===== src/rtl/pwm_capture.sv =====
// pwm_capture: measures period, high time and duty of an asynchronous PWM input.
// Ports: CLK, RST (async, active-high), EN, PWM_IN -> PERIOD_CNT, HIGH_CNT, DUTY, VALID, STUCK, OVERRUN.
module pwm_capture #(
  parameter int CNT_W   = 16,
  parameter int TIMEOUT = 16'hFFFF
) (
  input  logic             CLK,
  input  logic             RST,
  input  logic             EN,
  input  logic             PWM_IN,
  output logic [CNT_W-1:0] PERIOD_CNT,
  output logic [CNT_W-1:0] HIGH_CNT,
  output logic [7:0]       DUTY,
  output logic             VALID,
  output logic             STUCK,
  output logic             OVERRUN
);

  localparam logic [CNT_W-1:0] TMO    = CNT_W'(TIMEOUT);
  localparam logic [CNT_W-1:0] TMO_M1 = CNT_W'(TIMEOUT - 1);
  localparam logic [CNT_W-1:0] ONE    = CNT_W'(1);

  typedef enum logic [1:0] {
    IDLE,
    ARM,
    MEAS
  } state_t;

  state_t           state;
  logic             sync1;
  logic             sync2;
  logic             sync_d;
  logic [CNT_W-1:0] per_cnt;
  logic [CNT_W-1:0] high_cnt;
  logic [CNT_W-1:0] per_inc;
  logic [CNT_W-1:0] high_inc;
  logic [CNT_W-1:0] hold_per;
  logic [CNT_W-1:0] hold_high;
  logic [CNT_W-1:0] rem;
  logic [CNT_W-1:0] rem_nx;
  logic [CNT_W:0]   rem_sh;
  logic [7:0]       quo;
  logic [7:0]       quo_nx;
  logic [3:0]       step;
  logic             q_top;
  logic             rise;
  logic             busy;
  logic             cap;
  logic             tmo_hit;
  logic             ge;
  logic             hi_ge;

  assign rise     = sync2 & ~sync_d;
  assign busy     = (step != 4'd0);
  assign cap      = (state == MEAS) & rise;
  // Timeout fires on the cycle the period counter steps onto TIMEOUT;
  // a coincident edge wins.
  assign tmo_hit  = (state != IDLE) & ~rise & ~STUCK
                  & (per_cnt == TMO_M1);
  assign per_inc  = (per_cnt == TMO) ? per_cnt : per_cnt + ONE;
  assign high_inc = (sync2 && high_cnt != TMO) ? high_cnt + ONE
                                               : high_cnt;

  // high <= period, so the load step resolves the 2^8 quotient bit and
  // the 8 iterations produce the fractional bits.
  assign hi_ge  = (hold_high >= hold_per);
  assign rem_sh = {rem, 1'b0};
  assign ge     = (rem_sh >= {1'b0, hold_per});
  assign rem_nx = ge ? CNT_W'(rem_sh - {1'b0, hold_per})
                     : rem_sh[CNT_W-1:0];
  assign quo_nx = {quo[6:0], ge};

  always_ff @(posedge CLK or posedge RST) begin
    if (RST) begin
      sync1  <= 1'b0;
      sync2  <= 1'b0;
      sync_d <= 1'b0;
    end else begin
      sync1  <= PWM_IN;
      sync2  <= sync1;
      sync_d <= sync2;
    end
  end

  always_ff @(posedge CLK or posedge RST) begin
    if (RST) begin
      state      <= IDLE;
      per_cnt    <= '0;
      high_cnt   <= '0;
      hold_per   <= '0;
      hold_high  <= '0;
      rem        <= '0;
      quo        <= '0;
      q_top      <= 1'b0;
      step       <= 4'd0;
      PERIOD_CNT <= '0;
      HIGH_CNT   <= '0;
      DUTY       <= '0;
      VALID      <= 1'b0;
      STUCK      <= 1'b0;
      OVERRUN    <= 1'b0;
    end else begin
      VALID <= 1'b0;
      if (!EN) begin
        state    <= IDLE;
        per_cnt  <= '0;
        high_cnt <= '0;
        step     <= 4'd0;
        STUCK    <= 1'b0;
        OVERRUN  <= 1'b0;
      end else begin
        if (step == 4'd1) begin
          q_top <= hi_ge;
          rem   <= hi_ge ? hold_high - hold_per : hold_high;
          quo   <= '0;
          step  <= 4'd2;
        end else if (busy) begin
          rem <= rem_nx;
          quo <= quo_nx;
          if (step == 4'd9) begin
            step <= 4'd0;
            // A capture on the final step supersedes this result.
            if (!cap) begin
              VALID      <= 1'b1;
              PERIOD_CNT <= hold_per;
              HIGH_CNT   <= hold_high;
              DUTY       <= q_top ? 8'hFF : quo_nx;
            end
          end else begin
            step <= step + 4'd1;
          end
        end

        unique case (state)
          IDLE: begin
            state    <= ARM;
            per_cnt  <= '0;
            high_cnt <= '0;
          end
          ARM: begin
            high_cnt <= '0;
            if (rise) begin
              state    <= MEAS;
              STUCK    <= 1'b0;
              per_cnt  <= ONE;
              high_cnt <= ONE;
            end else begin
              per_cnt <= per_inc;
            end
          end
          MEAS: begin
            if (rise) begin
              hold_per  <= per_cnt;
              hold_high <= high_cnt;
              step      <= 4'd1;
              per_cnt   <= ONE;
              high_cnt  <= ONE;
              if (busy) OVERRUN <= 1'b1;
            end else begin
              per_cnt  <= per_inc;
              high_cnt <= high_inc;
            end
          end
          default: state <= IDLE;
        endcase

        // Stuck input: report once, then wait in ARM for a fresh edge.
        if (tmo_hit) begin
          state      <= ARM;
          STUCK      <= 1'b1;
          step       <= 4'd0;
          per_cnt    <= TMO;
          high_cnt   <= '0;
          VALID      <= 1'b1;
          PERIOD_CNT <= '0;
          HIGH_CNT   <= '0;
          DUTY       <= {8{sync2}};
        end
      end
    end
  end

endmodule


===== config.mk =====
export PLATFORM = sky130hd
export DESIGN_NAME = pwm_capture
export DESIGN_NICKNAME = d
export VERILOG_FILES = /design/src/rtl/pwm_capture.sv
export SDC_FILE = /design/constraint.sdc
export NUM_CORES = 1
export LEC_CHECK = 0
export CAP_MARGIN = 20
export CORE_ASPECT_RATIO = 0.7
export CORE_UTILIZATION = 40
export DETAILED_ROUTE_END_ITERATION = 8
export PLACE_DENSITY = 0.54
export SYNTH_ARGS = -nofsm -noshare
export SYNTH_HDL_FRONTEND = slang
export SYNTH_SLANG_ARGS = --single-unit
export TNS_END_PERCENT = 30

===== constraint.sdc =====
create_clock -name CLK -period 5.1 [get_ports CLK]
set_input_delay 1.02 -clock CLK [delete_from_list [all_inputs] [get_ports CLK]]
set_output_delay 1.02 -clock CLK [all_outputs]
set_load 0.005 [all_outputs]

==> results.ini, run 1 <==
[run_status]
run_status=completed

[placement]
portBuffers=46
dp_hpwl_um=16890
gp_congestion=0.9276
dp_slack_ps=1767

[power]
powerDensity_mw_per_mm2=467.9
p_leak_nw=4.285
vdd_ir_drop_max_mv=0.2311

[global_route]
antenna_found_initial=0
grt_overflow=0
grt_max_degree=76
grt_pass1_wl_um=35720
track_usage_pct=22.79
grt_pass1_vias=6263

[final_layout]
final_common_cell=dfrtp_1
final_nets=918
fillers=1853
regArea_mm2=0.003503
antenna_cells=0
multi_input_area_mm2=0.004328
final_util_pct=47.56
final_cell_mix=dfrtp_1 (140), nand2_1 (85), nor2_1 (71)
synthToLayoutAreaGrowth_pct=16.27
drive_gt1_share_pct=11.96

[sta]
slew_headroom_pct=45.71
drv_slew=0
finClkSkew_ps=11.62
final-hold-violation-count=0
fin_setup_tns_ps=0
fmaxAchievable_mhz=320.2
worst_slew_pin_slew_ps=814.3
timing.final.crit_share_pct=61.23
rsz0062_at_grt=no
setup_violations=0
whs_ps=348.4
setup_ws_ps=1977
period_needed_ps=3123

[synth]
seq_area_frac_synth_pct=43.14
avgSynthCellArea_um2=9.738
ys_types=80
yosysWarnings=0
syn_inst=834
synth_edf_count=0
ys_async_sr_fraction_pct=100.0
synth-seq-cells=140
synth_flop_cell=dfrtp_1
synthesis.nets=879
netlist_area_mm2=0.008122

[setup_path]
reg2reg_slack_ps=1980
path_depth=10
cp_cell_sequence=inv_1 > ha_1 > nor2b_1 > o2111ai_1 > and3_1 > o211ai_2 > a21oi_4 > nand2_2 > a211oi_1 > a211oi_1
reg2reg_depth=10
cp_max_fo=15
cp-startpoint=hold_per[1]$_DFFE_PP0P_
cp_slowest_cell=dfrtp_1
cp-end-kind=flip-flop
cp.arrival_ps=3390
reg2reg_to=rem[13]$_DFFE_PP0P_
cp.required_ps=5370
rr_startpoint=hold_per[1]$_DFFE_PP0P_
slowest_delay_ps=550
crit_type=reg -> reg
crit_family=compound AO/OA/AOI/OAI gates
path_buf_inv=1
critPathLaunchType=flip-flop
cp_common_cell=a211oi_1
crit_end=rem[13]$_DFFE_PP0P_

[cts]
insertion_delay_ps=430
clockBufferDepth=2
holdBufCountCts=0
cts_htree_levels=4
numCtsBuffers=17
post_cts_resize_count=0
post_cts_buffers=0
clkSinkCount=140
cts_tree=built
root_buffer=clkbuf_16
clkSlewWorstSetupHoldPaths_ps=70

[drt]
wl_per_cell_um=19.57
viasPerCell=5.783
drtIter0Drc=606
drt-pass1-iter-count=8
routed_wl_um=22630
via_count=6685
ant_nets=0
drc=0

[floorplanning]
dieArea_mm2=0.02089
ios=47
start_util_pct=40.91
core_area_mm2=0.01985
chipHeight_um=121.2
rows=43
die_x_um=172.3

[job]
cap_violations=0

[min_path]
hp-class=reg -> reg

-- power breakdown --
group | switching [W] | internal [W]
logic | 0.00107 | 0.000717
clock network | 0.000511 | 0.000824
registers | 0.000100 | 0.00120
total | 0.00168 | 0.00274
-- per-layer routing --
metal	vias up	track usage (%)	part of all wire, %
li1	3153	-	-
met1	3333	35.40	52
met2	180	31.93	42
met3	19	4.371	5.2
met4	0	5.420	1.2
met5	-	0	0
-- cells in the mapped netlist (13+ instances only) --
master    number  area (µm²)
a21o_1        14       105.1
a21oi_1       34       170.2
a22o_1        32       280.3
a31oi_1       18       112.6
and3_1        13       81.33
clkbuf_1      21       78.83
dfrtp_1      140        3503
ha_1          39       488.0
inv_1         33       123.9
mux2_2        32       360.4
nand2_1       85       319.1
nand3_1       19       95.09
nor2_1        72       270.3
nor3_1        19       95.09
o21ai_0       34       170.2
o21ai_1       32       160.2
xnor2_1       14       122.6
-- cell type report --
class / count / area share (%)
Tap cell: 270 / 3.578
Sequential cell: 140 / 37.10
Timing Repair Buffer: 54 / 5.512
Clock buffer: 19 / 4.585
Inverter: 33 / 1.365
Clock inverter: 13 / 2.027
Multi-Input combinational cell: 627 / 45.83
-- how the worst min path moves through the flow --
stage               cells past startpoint               to            start
global route                            0  sync2$_DFF_PP0_  sync1$_DFF_PP0_
floorplan                               0  sync2$_DFF_PP0_  sync1$_DFF_PP0_
CTS                                     0  sync2$_DFF_PP0_  sync1$_DFF_PP0_
detailed placement                      0  sync2$_DFF_PP0_  sync1$_DFF_PP0_
global placement                        0  sync2$_DFF_PP0_  sync1$_DFF_PP0_
finish                                  0  sync2$_DFF_PP0_  sync1$_DFF_PP0_
-- cells by family after synthesis --
kind of cell / synth area share [%]
AOI/OAI and AO/OA: 22.57
xor gates and xnor gates: 2.373
adders and majority gates: 6.501
buffers and inverters: 3.605
DFF: 43.14
muxes: 6.732
and+or+nand+nor: 15.08
-- sequential cells by signal (all words and copies together), names as in the netlist, 7 cells and up --
signal and cells:
DUTY 8, HIGH_CNT 16, PERIOD_CNT 16, high_cnt 16, hold_high 16, hold_per 16
per_cnt 16, quo 7, rem 16
-- through the flow --
stage	cells	cell area (µm²)	total power, W
floorplan	834	8122	0.002671
global placement	1124	8818	0.003032
detailed placement	1124	8818	0.003056
CTS	1156	9443	0.004402
global route	1156	9443	0.004643
finish	1156	9443	0.004418
No activity file was read; power rests on OpenSTA's default activity.
==> run 2: changes to the inputs <==
- clock period: 5.1 -> 3 ns (I/O delays scaled with it)
==> run 2 against run 1 <==
Compared with the run above:
- count of clock-buffer cells in the layout fell by 1
- register-to-register slack got worse by 1900 ps
- maximum frequency rose by 6.9%
- critical path depth rose by 2
- clock power rose by 63%
- utilization rose by 0.98 points
- final cell count rose by 1.7%
- sequential power rose by 70%
- wire length rose by 6.6%
==> results.ini, run 2 (synthesized netlist as in run 1, its figures left out) <==
[setup_path]
cp-end-kind=flip-flop
rr_startpoint=hold_high[0]$_DFFE_PP0P_
reg2reg_to=rem[14]$_DFFE_PP0P_
cp_max_fo=7  ; -8
cp.arrival_ps=3270  ; -120 ps
crit_type=reg -> reg
path_buf_inv=2  ; +1
cp_slowest_cell=dfrtp_1
cp.required_ps=3350  ; -2020 ps
cp_cell_sequence=inv_1 > ha_1 > fa_1 > nor2b_1 > o21bai_1 > nand4b_1 > a21boi_2 > o21bai_2 > buf_4 > nor3_1 > a311oi_1 > o311a_1
reg2reg_slack_ps=80  ; -1900 ps
crit_family=compound AO/OA/AOI/OAI gates
reg2reg_depth=12  ; +2
critPathLaunchType=flip-flop
slowest_delay_ps=440  ; -110 ps

[global_route]
grt_overflow=0  ; unchanged
track_usage_pct=24.33  ; +1.5 points
grt_max_degree=37  ; -51%
grt_pass1_wl_um=37890  ; +6.1%
antenna_found_initial=0  ; unchanged
grt_pass1_vias=6604  ; +5.4%

[cts]
root_buffer=clkbuf_16
clkSinkCount=140  ; unchanged
numCtsBuffers=17  ; unchanged
cts_tree=built
post_cts_buffers=0  ; unchanged
cts_htree_levels=4  ; unchanged
clockBufferDepth=2  ; unchanged
insertion_delay_ps=420  ; about the same
holdBufCountCts=0  ; unchanged
clkSlewWorstSetupHoldPaths_ps=60  ; about the same

[sta]
worst_slew_pin_slew_ps=797.7  ; -16.60 ps
fmaxAchievable_mhz=342.4  ; +6.9%
slew_headroom_pct=46.70  ; +0.99 points
fin_setup_tns_ps=0  ; unchanged
period_needed_ps=2920  ; -202.5 ps
drv_slew=0  ; unchanged
finClkSkew_ps=11.85  ; +0.2283 ps
final-hold-violation-count=0  ; unchanged
rsz0062_at_grt=no
setup_ws_ps=79.53  ; -1898 ps
setup_violations=0  ; unchanged
timing.final.crit_share_pct=97.35  ; +36 points

[drt]
viasPerCell=5.832  ; +0.84%
routed_wl_um=24120  ; +6.6%
drc=0  ; unchanged
ant_nets=0  ; unchanged
drtIter0Drc=585  ; -3.5%
wl_per_cell_um=20.51  ; +4.8%
drt-pass1-iter-count=5  ; -3
via_count=6858  ; +2.6%

[final_layout]
antenna_cells=0  ; unchanged
fillers=1854  ; +0.054%
final_nets=939  ; +2.3%
final_cell_mix=dfrtp_1 (140), nand2_1 (85), nor2_1 (71)
multi_input_area_mm2=0.004333  ; +0.12%
final_common_cell=dfrtp_1
synthToLayoutAreaGrowth_pct=18.67
regArea_mm2=0.003503  ; unchanged
drive_gt1_share_pct=14.02  ; +2.1 points

[power]
clkPwrFrac_pct=28.8  ; -1.4 points
vdd_ir_drop_max_mv=0.3706  ; +60%
seqPwrFrac_pct=29.3  ; about the same
power_frac_comb_pct=41.9  ; +1.5 points
internal-power_w=0.004629  ; +69%
sw_frac_of_total_pct=38.53  ; +0.53 points
p_switching_w=0.002901  ; +73%
powerDensity_mw_per_mm2=781.4  ; +67%
p_leak_nw=4.397  ; +2.6%

[floorplanning]
die_x_um=172.3  ; unchanged
chipHeight_um=121.2  ; unchanged
rows=43  ; unchanged
dieArea_mm2=0.02089  ; unchanged
core_area_mm2=0.01985  ; unchanged
ios=47  ; unchanged
start_util_pct=40.91  ; unchanged

[placement]
portBuffers=46  ; unchanged
dp_slack_ps=201.4  ; -1565 ps
gp_congestion=0.9146  ; -1.4%
dp_hpwl_um=18090  ; +7.1%

[min_path]
hp-class=reg -> reg
min_from=sync1$_DFF_PP0_
hold_end=sync2$_DFF_PP0_
hold_path_depth=0  ; unchanged

[run_status]
run_status=completed

[job]
cap_violations=0  ; unchanged

-- run 2: changes by cell type in the layout (fill, tap and decap cells not counted) --
cell	previous run	this run
clkinvlp_4	2	4
inv_6	2	3
bufinv_16	4	3
buf_4	8	24
nand2_4	0	1
nand2_2	2	1
clkbuf_1	2	1
clkinv_4	3	2
inv_8	1	0
buf_12	0	5
-- run 2: metrics by stage --
step | hold slack (ps) | util, % | std cells | area [µm²] | total power, W
floorplan | 331.2 | - | 834 | 8125 | 0.004541
global placement | 333.1 | 45.52 | 1145 | 9037 | 0.005300
detailed placement | 349.1 | 45.52 | 1145 | 9037 | 0.005302
CTS | 364.1 | 48.52 | 1176 | 9633 | 0.007495
global route | 368.4 | 48.55 | 1176 | 9638 | 0.007940
finish | 360.5 | 48.55 | 1176 | 9638 | 0.007531
-- run 2: layout make-up --
type	instances	area share (%)
clock inverters	13	1.727
repair buffers	75	7.685
inverters	33	1.324
flip-flops and latches	140	36.35
multi-input cells	627	44.96
clock buffers	18	4.453
well taps	270	3.505
-- run 2: how the worst max path moves through the flow --
stage,cells after the start,slack (ps),end,from
global placement,10,230,rem[13]$_DFFE_PP0P_,hold_per[10]$_DFFE_PP0P_
global route,12,40,rem[14]$_DFFE_PP0P_,hold_high[0]$_DFFE_PP0P_
floorplan,11,560,rem[2]$_DFFE_PP0P_,hold_per[0]$_DFFE_PP0P_
CTS,10,170,rem[13]$_DFFE_PP0P_,hold_per[1]$_DFFE_PP0P_
detailed placement,10,200,rem[13]$_DFFE_PP0P_,hold_per[10]$_DFFE_PP0P_
finish,12,80,rem[14]$_DFFE_PP0P_,hold_high[0]$_DFFE_PP0P_
-- run 2: layer usage --
| metal | part of all wire, % | vias to the layer above | global-route usage [%] | routed length, µm |
|---|---|---|---|---|
| li1 | - | 3189 | - | - |
| met1 | 50 | 3459 | 36.60 | 12090 |
| met2 | 44 | 194 | 36.21 | 10700 |
| met3 | 4.6 | 16 | 4.110 | 1120 |
| met4 | 0.87 | 0 | 5.310 | 211 |
| met5 | 0 | - | 0 | 0 |
-- run 2: worst register-to-register path, delay by kind of cell, from the launching register on --
kind / cells / cell delay [ps]
buffers and inverters: 2 / 280
DFF: 1 / 440
AOI/OAI and AO/OA: 5 / 1030
adders and majority gates: 2 / 630
and+or+nand+nor: 3 / 470
-- run 2: power groups by stage --
| stage | logic, W | registers [W] | clock network, W |
|---|---|---|---|
| final | 0.00316 | 0.00221 | 0.00217 |
| after detailed placement | 0.00306 | 0.00224 | 0 |
| after global routing | 0.00343 | 0.00223 | 0.00228 |
| after floorplan | 0.00237 | 0.00217 | 0 |
| after global placement | 0.00306 | 0.00224 | 0 |
| after CTS | 0.00309 | 0.00221 | 0.00220 |
-- run 2: repair_timing --
action,CTS,global route
hold endpoints to repair,0,0
setup endpoints to repair,0,3
resized for setup,0,1
==> run 3: changes to the inputs <==
- CORE_MARGIN: unset -> 2
- clock period: 3 -> 3.7 ns (I/O delays scaled with it)
==> run 3 against run 2 <==
Compared with the run above:
- critical path type unchanged
- die area rose by 2.8%
- wire length is 4.5% lower
- global-route usage is 2.2 points lower
- highest routed layer unchanged
==> results.ini, run 3 (synthesized netlist as in run 1, its figures left out) <==
[global_route]
grt_overflow=0  ; unchanged
antenna_found_initial=0  ; unchanged
grt_pass1_vias=6239  ; -5.5%
grt_max_degree=141  ; +280%
grt_pass1_wl_um=36330  ; -4.1%
track_usage_pct=22.16  ; -2.2 points

[setup_path]
cp_slowest_cell=fa_1
cp.required_ps=3990  ; +640 ps
slowest_delay_ps=420  ; -20 ps
cp-end-kind=flip-flop
cp_max_fo=7  ; unchanged
crit_type=reg -> reg
cp_cell_sequence=inv_1 > ha_1 > fa_1 > nor2b_1 > o21bai_1 > nand4b_1 > a21boi_2 > o21bai_2 > buf_4 > mux2_4 > o22ai_1 > a21oi_1
critPathLaunchType=flip-flop
cp.arrival_ps=3200  ; -70 ps

[final_layout]
final_area_mm2=0.009484  ; -1.6%
antenna_cells=0  ; unchanged
final_cell_mix=dfrtp_1 (140), nand2_1 (85), nor2_1 (71)
final_common_cell=dfrtp_1
drive_gt1_share_pct=12.43  ; -1.6 points
final_nets=926  ; -1.4%
synthToLayoutAreaGrowth_pct=16.78

[power]
powerDensity_mw_per_mm2=633.4  ; -19%
clkPwrFrac_pct=29.0  ; +0.2 points
sw_frac_of_total_pct=37.24  ; -1.3 points
p_switching_w=0.002237  ; -23%
internal-power_w=0.003770  ; -19%
p_leak_nw=4.315  ; -1.9%
vdd_ir_drop_max_mv=0.3995  ; +7.8%
seqPwrFrac_pct=29.7  ; +0.4 points
power_frac_comb_pct=41.4  ; -0.5 points

[sta]
final-hold-violation-count=0  ; unchanged
worst_slew_pin_slew_ps=807.4  ; +9.602 ps
setup_violations=0  ; unchanged
fin_setup_tns_ps=0  ; unchanged
period_needed_ps=2906  ; -14.62 ps
rsz0062_at_grt=no
setup_ws_ps=794.2  ; +714.6 ps
finClkSkew_ps=9.140  ; -2.709 ps
drv_slew=0  ; unchanged
slew_headroom_pct=46.18  ; -0.53 points
timing.final.crit_share_pct=78.54  ; -19 points
fmaxAchievable_mhz=344.1  ; +0.50%

[floorplanning]
core_area_mm2=0.01985  ; unchanged
start_util_pct=40.91  ; unchanged
dieArea_mm2=0.02148  ; +2.8%
die_x_um=174.3  ; +1.2%
ios=47  ; unchanged
chipHeight_um=123.2  ; +1.6%
rows=43  ; unchanged

[drt]
drc=0  ; unchanged
viasPerCell=5.785  ; -0.80%
wl_per_cell_um=19.81  ; -3.4%
drt-pass1-iter-count=5  ; unchanged
routed_wl_um=23040  ; -4.5%
ant_nets=0  ; unchanged
drtIter0Drc=716  ; +22%
via_count=6728  ; -1.9%

[placement]
portBuffers=46  ; unchanged
gp_congestion=0.8995  ; -1.7%
dpl-instance-area_mm2=0.008890  ; -1.6%
dp_hpwl_um=17220  ; -4.8%
dp_slack_ps=879.7  ; +678.3 ps

[cts]
clkSinkCount=140  ; unchanged
cts_tree=built
clkSlewWorstSetupHoldPaths_ps=60  ; about the same
root_buffer=clkbuf_16
holdBufCountCts=0  ; unchanged
numCtsBuffers=17  ; unchanged
clockBufferDepth=2  ; unchanged
cts_htree_levels=4  ; unchanged
post_cts_buffers=0  ; unchanged
insertion_delay_ps=420  ; about the same
post_cts_resize_count=0  ; unchanged

[run_status]
run_status=completed

[job]
cap_violations=0  ; unchanged

[min_path]
hp-class=reg -> reg

run 3: cell count changes in the layout (fill, tap and decap cells not counted), sizes merged:
cell	change
buf	-13
clkbuf	+6
clkinvlp	-2
clkinv	-1
inv	-3
run 3: power by group through the flow:
| stage | Combinational, W | Sequential [W] | Clock (W) |
|---|---|---|---|
| 2_1_floorplan | 0.00192 | 0.00176 | 0 |
| 3_3_place_gp | 0.00242 | 0.00181 | 0 |
| 3_5_place_dp | 0.00243 | 0.00180 | 0 |
| 4_1_cts | 0.00244 | 0.00178 | 0.00177 |
| 5_1_grt | 0.00274 | 0.00180 | 0.00183 |
| 6_report | 0.00248 | 0.00178 | 0.00174 |
run 3: worst paths after layout:
kind	startpoint	end	slack, ps	cells past startpoint
setup / recovery	hold_high[0]$_DFFE_PP0P_	rem[9]$_DFFE_PP0P_	790	12
hold / removal	sync1$_DFF_PP0_	sync2$_DFF_PP0_	350	0
setup reg to reg	hold_high[0]$_DFFE_PP0P_	rem[9]$_DFFE_PP0P_	790	12
hold reg to reg	sync1$_DFF_PP0_	sync2$_DFF_PP0_	350	0
max in group asynchronous	RST	HIGH_CNT[2]$_DFFE_PP0P_	2240	3
min in group asynchronous	RST	PERIOD_CNT[8]$_DFFE_PP0P_	800	3
run 3: worst max-delay path: cells and delay by family, from the launching register on:
kind	cells	cell delay, ps
AO/OA/AOI/OAI	5	780
adder cells (fa/ha/maj)	2	620
flip-flops	1	390
AND/OR/NAND/NOR	2	360
buffers and inverters	2	330
multiplexers	1	310
run 3: layer usage:
metal	vias to the layer above	global-route usage [%]	wire length (µm)
met3	20	5.043	1444
met4	0	5.357	233
met2	222	31.52	9636
met1	3320	33.80	11730
li1	3166	-	-
met5	-	0	0
run 3: final cells by class:
type | count | area (µm²)
clock inverters | 7 | 112.6
multi-input cells | 627 | 4328
repair buffers | 62 | 593.1
inverters | 33 | 127.6
well taps | 270 | 337.8
clock buffers | 24 | 481.7
fillers | 1804 | 10370
flip-flops and latches | 140 | 3503
run 3: per-stage QoR:
step           std cells  util (%)  hold slack (ps)  total power, W
2_1_floorplan        834         -            331.2        0.003682
5_1_grt             1163     47.77            373.2        0.006364
3_3_place_gp        1132     44.78            332.8        0.004225
3_5_place_dp        1132     44.78            341.2        0.004233
6_report            1163     47.77            350.9        0.006007
4_1_cts             1163     47.77            354.0        0.005993
